==> config.mk <==
export PLATFORM = sky130hd
export DESIGN_NAME = nibbler_prog_loader
export DESIGN_NICKNAME = d
export VERILOG_FILES = /design/src/rtl/nibbler_prog_loader.sv
export SDC_FILE = /design/constraint.sdc
export NUM_CORES = 1
export LEC_CHECK = 0
export CELL_PAD_IN_SITES_DETAIL_PLACEMENT = 1
export CELL_PAD_IN_SITES_GLOBAL_PLACEMENT = 1
export CORE_UTILIZATION = 30
export CTS_BUF_LIST = sky130_fd_sc_hd__clkbuf_4
export DETAILED_ROUTE_END_ITERATION = 10
export PLACE_DENSITY_LB_ADDON = 0.1
export REMOVE_ABC_BUFFERS = 1
export SYNTH_ARGS = -nofsm -noshare
export SYNTH_HDL_FRONTEND = slang
export SYNTH_SLANG_ARGS = --single-unit
==> constraint.sdc <==
create_clock -name clk -period 1.4 [get_ports clk]
set_input_delay 0.21 -clock clk [delete_from_list [all_inputs] [get_ports clk]]
set_output_delay 0.21 -clock clk [all_outputs]
set_load 0.02 [all_outputs]
==> src/rtl/nibbler_prog_loader.sv <==
// nibbler_prog_loader: streams program bytes into uP program memory from address 0 while holding the uP in reset
module nibbler_prog_loader #(
  parameter int ADDR_W    = 12,
  parameter int DATA_W    = 8,
  parameter int MAX_BYTES = 4096
) (
  input  logic              clk,
  input  logic              reset,
  input  logic              start,
  input  logic              byte_valid,
  input  logic [DATA_W-1:0] byte_data,
  output logic              byte_ready,
  input  logic              end_load,
  output logic              mem_we,
  output logic [ADDR_W-1:0] mem_addr,
  output logic [DATA_W-1:0] mem_wdata,
  output logic              cpu_reset,
  output logic              busy,
  output logic [ADDR_W:0]   byte_count,
  output logic              overflow
);
  typedef enum logic [1:0] {IDLE, LOAD, RELEASE} state_t;
  localparam logic [ADDR_W:0] CAP = (ADDR_W+1)'(MAX_BYTES);
  state_t state, state_nx;
  logic hs;
  always_comb begin
    state_nx   = (state == IDLE) ? (start ? LOAD : IDLE) :
                 (state == LOAD) ? (end_load ? RELEASE : LOAD) : IDLE;
    byte_ready = (state == LOAD) && (byte_count < CAP);
    hs         = byte_valid && byte_ready;
  end
  always_ff @(posedge clk or posedge reset)
    if (reset) state <= IDLE;
    else state <= state_nx;
  // byte_count doubles as the write pointer; the cap keeps it from ever wrapping the address
  always_ff @(posedge clk or posedge reset) begin
    if (reset) begin
      mem_we     <= 1'b0;
      mem_addr   <= '0;
      mem_wdata  <= '0;
      byte_count <= '0;
      overflow   <= 1'b0;
      busy       <= 1'b0;
      cpu_reset  <= 1'b1;
    end else begin
      mem_we    <= hs;
      busy      <= state_nx != IDLE;
      cpu_reset <= state_nx != IDLE;
      if (hs) begin
        mem_addr   <= byte_count[ADDR_W-1:0];
        mem_wdata  <= byte_data;
        byte_count <= byte_count + (ADDR_W+1)'(1);
      end
      if (state == IDLE && start) begin
        byte_count <= '0;
        overflow   <= 1'b0;
      end else if (state == LOAD && byte_valid && !byte_ready) overflow <= 1'b1;
    end
  end
endmodule

; ---- Word level (Yosys, flattened, before mapping)
; Index checks and enable logic that the tools add are counted.
[op_classes]
add_sub_neg = 1
order_cmp = 1
n_eq_ne = 1
mux = 8
n_reduce_logical = 10
[ops]
columns = cell, n
row1 = 13-bit two-way mux, 2
row2 = "13-bit by 1-bit adder with 13-bit output, second input constant", 1
row3 = "13-bit less-than comparator, second input constant", 1
row4 = 2-bit two-way mux, 3
row5 = 2-bit nonzero test, 3
row6 = 1-bit logical AND, 5
row7 = 1-bit two-way mux, 3
row8 = "2-bit by 1-bit equality test with 1-bit output, second input constant", 1
row9 = 2-bit logical NOT, 1
row10 = 1-bit logical NOT, 1
[word_totals]
regBits = 39
in_bits = 13
output_inout_bits = 38
elab_cells = 29

; ---- Longest topological paths before layout
[depth]
ltp_word = 6
depth_mapped = 6
mapped_depth_nobuf = 4

; ---- Least setup slack after synthesis
; Ideal clock, no wire load.
[synth_timing]
path_type = reg2reg
start = register byte_count[0]
end = register byte_count[6]
setup_time_ns = 0.077
arrival_ns = 1.484
t_required_ns = 1.323
slack_ns = -0.161
path_stages_with_launch = 5
path_buffers = 0
period_less_slack_ns = 1.561
path_cell_list = dfrtp_1 -> ha_1 -> inv_1 -> or4_1 -> a21oi_1
[synth_between]
elab_chain_len = 4
elab_cells_between_ends = 7
classes_between = add/sub (1) / order compare (1) / mux (2) / reduce/logical (3)
[synth_lines]
columns = item, line_no
row1 = from (decl), 19  ; output logic [ADDR_W:0] byte_count,
row2 = from (signal assigned), 52  ; byte_count <= byte_count + (ADDR_W+1)'(1);
row3 = 13-bit less-than comparator, 29  ; byte_ready = (state == LOAD) && (byte_count < CAP);
row4 = 1-bit logical AND, 29
row5 = 1-bit logical AND, 30  ; hs = byte_valid && byte_ready;
row6 = 2-bit nonzero test (no line), -
; Parallel ways exist; a longest one is shown, timed or not. The select of a mux whose other input is x is not followed.
; A chain may end at the register's enable or synchronous reset.

; ---- Worst setup path in the final report
[layout_timing]
start = register state[1]
end = register byte_count[5]
[layout_between]
elab_chain_len = 4
elab_cells_between_ends = 7
classes_between = eq/ne (1) / mux (1) / reduce/logical (5)
[layout_lines]
columns = item, line_no
row1 = from (decl), 24  ; state_t state, state_nx;
row2 = from (signal assigned), 34  ; else state <= state_nx;
row3 = 2-bit by 1-bit equality test with 1-bit output, 29
row4 = 1-bit logical AND, 29
row5 = 1-bit logical AND, 30
row6 = 2-bit nonzero test (no line), -
; Parallel ways exist; a longest one is shown, timed or not.

==> summary.txt <==
Status
  • Failing checks: negative setup slack
  • Run status: finished with violations

Critical path
  • Critical path depth: 3
  • Maximum fanout encountered on the critical timing path: 6
  • Depth of the worst register-to-register path: 3
  • Slowest stage delay, CP: 0.57 ns
  • Ordered cell list for the critical path: nand4bb_4 > or4_4 > a21oi_2
  • Critical path's slowest cell: sky130_fd_sc_hd__or4_4
  • Number of buffers and inverters on the critical path: 0
  • Startpoint kind of the worst setup timing path: flip-flop
  • Data required time at the worst endpoint: 1.69 ns
  • Top Family by Delay on Critical Path: simple AND/OR/NAND/NOR gates
  • Data arrival time at the worst-slack endpoint: 1.86 ns
  • Critical Path End Type: flip-flop
  • Start-to-end type of the worst setup path: flip-flop to flip-flop

Floorplanning
  • Initial core utilization: 31.1%
  • Chip width: 77.6 um
  • Boundary Pins: 51
  • Die height: 77.6 um
  • Core box area: 5510 um2
  • Row count: 27
  • Die area: around 6000 um2

Finish
  • Synthesis-to-finish area growth: 68.1%
  • Most common cell after layout, fill and taps aside: sky130_fd_sc_hd__nand2_1
  • Fraction of final layout cells sized beyond drive strength 1: around a third
  • Highest-count cells in the layout ignoring fill and taps: 59 x sky130_fd_sc_hd__nand2_1, 36 x sky130_fd_sc_hd__dfrtp_1, 27 x sky130_fd_sc_hd__dlygate4sd2_1
  • Net total in the final layout: 278
  • Diode insertion count for antenna repair: 0
  • Number of filler cells placed in the layout: 620

Drt
  • Average via count per standard cell: 4.82
  • Routed WL per cell: between 15 and 20 um
  • Post-detailed-route count of antenna-violating nets: 0
  • Total Routed Length: 5520 um
  • Router iterations before antenna repair: 6
  • Post-route DRC violation count: 0
  • Drt first-iter violations: slightly above 60
  • Total number of vias: 1625

Global routing
  • Maximum number of pins on one net before global-route repair: 40
  • Antenna violations before repair: 0
  • Overall Global Routing Usage: 19.4%
  • Global routing met3 resource utilization: 4.00%
  • GRT busiest layer: met2
  • First-pass GRT wire length: 8930 um
  • Global-route congestion overflow total: 0
  • Number of global-route vias before repair: 1768
  • Met2 layer usage reported by global route: between 30% and 40%
  • Met1 global-route usage: around a quarter

Timing
  • Max Clock Skew: 0.00987 ns
  • Setup repair after global routing missed its margin: yes
  • Number of setup violations in the final report: 13
  • Minimum hold slack: 0.207 ns
  • Final Hold Viols: 0
  • Max-slew violation total from the final report: 0
  • Final critical-path setup slack: -0.171 ns
  • Fmax: 636 MHz
  • Worst Tran Pin Value: 0.360 ns
  • Headroom to the max-slew limit: 75.9%
  • Period utilisation layout: 112%
  • Final critical-path required period: approximately 1.6 ns
  • Setup TNS: -0.966 ns

CTS
  • Clock latency reported for the late side of the worst-skew pair: between 0.3 and 0.4 ns
  • CTS HTree Levels: 2
  • Buffers from clock root to sink, at most: 2
  • Clock tree from TritonCTS: yes
  • Sink count of the clock tree: 39
  • Cts-stage hold buffer count: 0
  • Clock Pin Slew Worst Setup and Hold Paths: 0.12 ns
  • Clock buffer count from CTS: 5
  • Clock Tree Root: sky130_fd_sc_hd__clkbuf_4

Synthesis
  • Netlist Area Pre-Place: 1710 um2
  • Syn Inst Count: ~170
  • Sequential-to-total area share from yosys stat: 57.0%
  • Cell types with the largest area share after synthesis: sky130_fd_sc_hd__dfrtp_1 56%, sky130_fd_sc_hd__nand2_1 14%, sky130_fd_sc_hd__mux2i_1 2.9%, sky130_fd_sc_hd__nand2b_1 2.6%, sky130_fd_sc_hd__nor4_1 1.8%
  • Biggest area consumer among synthesized cells: sky130_fd_sc_hd__dfrtp_1
  • YS warnings: 0
  • Average size of a mapped cell: 9.84 um2
  • Total of flip-flops plus latches after synthesis: 39
  • Proportion of netlist area held by the largest area contributor: between 50% and 60%
  • Distinct cell type count after synthesis: 32

Place
  • Input/output buffers: 50
  • Global placer's final weighted congestion: 0.803
  • Detailed-placement wirelength estimate: around 3600 um

Flow run
  • Max capacitance violation total: 0

Power
  • Total power per unit cell area: about 1500 nW/um2
  • Total power: 4280 uW
  • Maximum resistive drop on vdd: 529 uV
  • Leakage: 0.00149 uW

Min path
  • Class of the tightest hold or removal check: primary input to asynchronous set/reset pin
==> cell families after synthesis <==
kind of cell | synth area share, %
buf+inv | 4.38
simple gates | 27.8
xor+xnor | 0.511
fa+ha+maj | 0.730
compound gates | 5.92
flops | 57.0
mux | 3.58
==> power breakdown <==
part	total, uW	switching, uW	internal, uW
combinational	1790	985	802
sequential	1530	168	1360
clock	960	384	577
total	4280	1540	2740
==> metrics by stage <==
step	worst slack (ns)	util, %	std cells	area (um2)
2_1_floorplan	-0.410	-	166	1660
3_3_place_gp	-0.309	45.3	317	2490
3_5_place_dp	-0.377	45.3	317	2490
4_1_cts	-0.173	49.8	328	2740
5_1_grt	-0.207	52.3	337	2880
6_report	-0.171	52.3	337	2880
==> cell usage after synthesis, drive strengths merged <==
cell     instances
nand3b           1
and4bb           1
nor2             5
o31ai            2
nand2b           7
a211oi           1
xnor2            1
buf              8
or4              2
mux2i            5
and4b            1
dfrtp           38
nand4            4
nand3            2
nor3b            2
a32o             1
or3b             1
and3             1
mux2             1
and4             1
nand2           63
inv              6
a21oi            5
nand4bb          1
o311ai           1
ha               1
nor4             5
o41ai            1
a31oi            1
dfstp            1
o21ai            4
==> flip-flops by register name, indices dropped and copies added (netlist names) <==
name and flops:
busy 1, byte_count 13, cpu_reset 1, mem_addr 12, mem_wdata 8, mem_we 1
overflow 1, state 2
==> cell type report <==
cell class,count,area (um2),area share (%)
Sequential cell,39,980,34.0
Multi-Input combinational cell,121,843,29.3
Timing Repair Buffer,91,831,28.9
Tap cell,72,90.1,3.13
Clock inverter,2,60.1,2.09
Clock buffer,6,45.0,1.56
Inverter,6,30.0,1.04
==> worst min-delay path, cell delays in order <==
cell,delay [ns]
sky130_fd_sc_hd__clkdlybuf4s50_1,0.40
sky130_fd_sc_hd__inv_1,0.09
sky130_fd_sc_hd__buf_12,0.24
==> final timing paths <==
kind                         startpoint       endpoint  slack [ns]
min reg2reg                 mem_addr[9]    mem_addr[9]        0.49
min in group clk           byte_data[1]   mem_wdata[1]        0.38
max reg2reg                    state[1]  byte_count[5]       -0.17
max in group asynchronous         reset      cpu_reset        0.94
min                               reset   mem_wdata[4]        0.21
max                            state[1]  byte_count[5]       -0.17
==> layer usage <==
metal,vias to the layer above,share of wire [%]
met5,-,0
met4,0,1.5
met3,7,3.0
met2,39,55
met1,811,41
li1,768,-
==> what timing repair did <==
action                                  CTS  global route
pin swaps                                 7            13
cloned                                    0             0
resized for setup                        93            35
setup buffers                             3             9
endpoints found under the setup margin   67            37
Note: power is estimated with default switching activity, not from simulation.
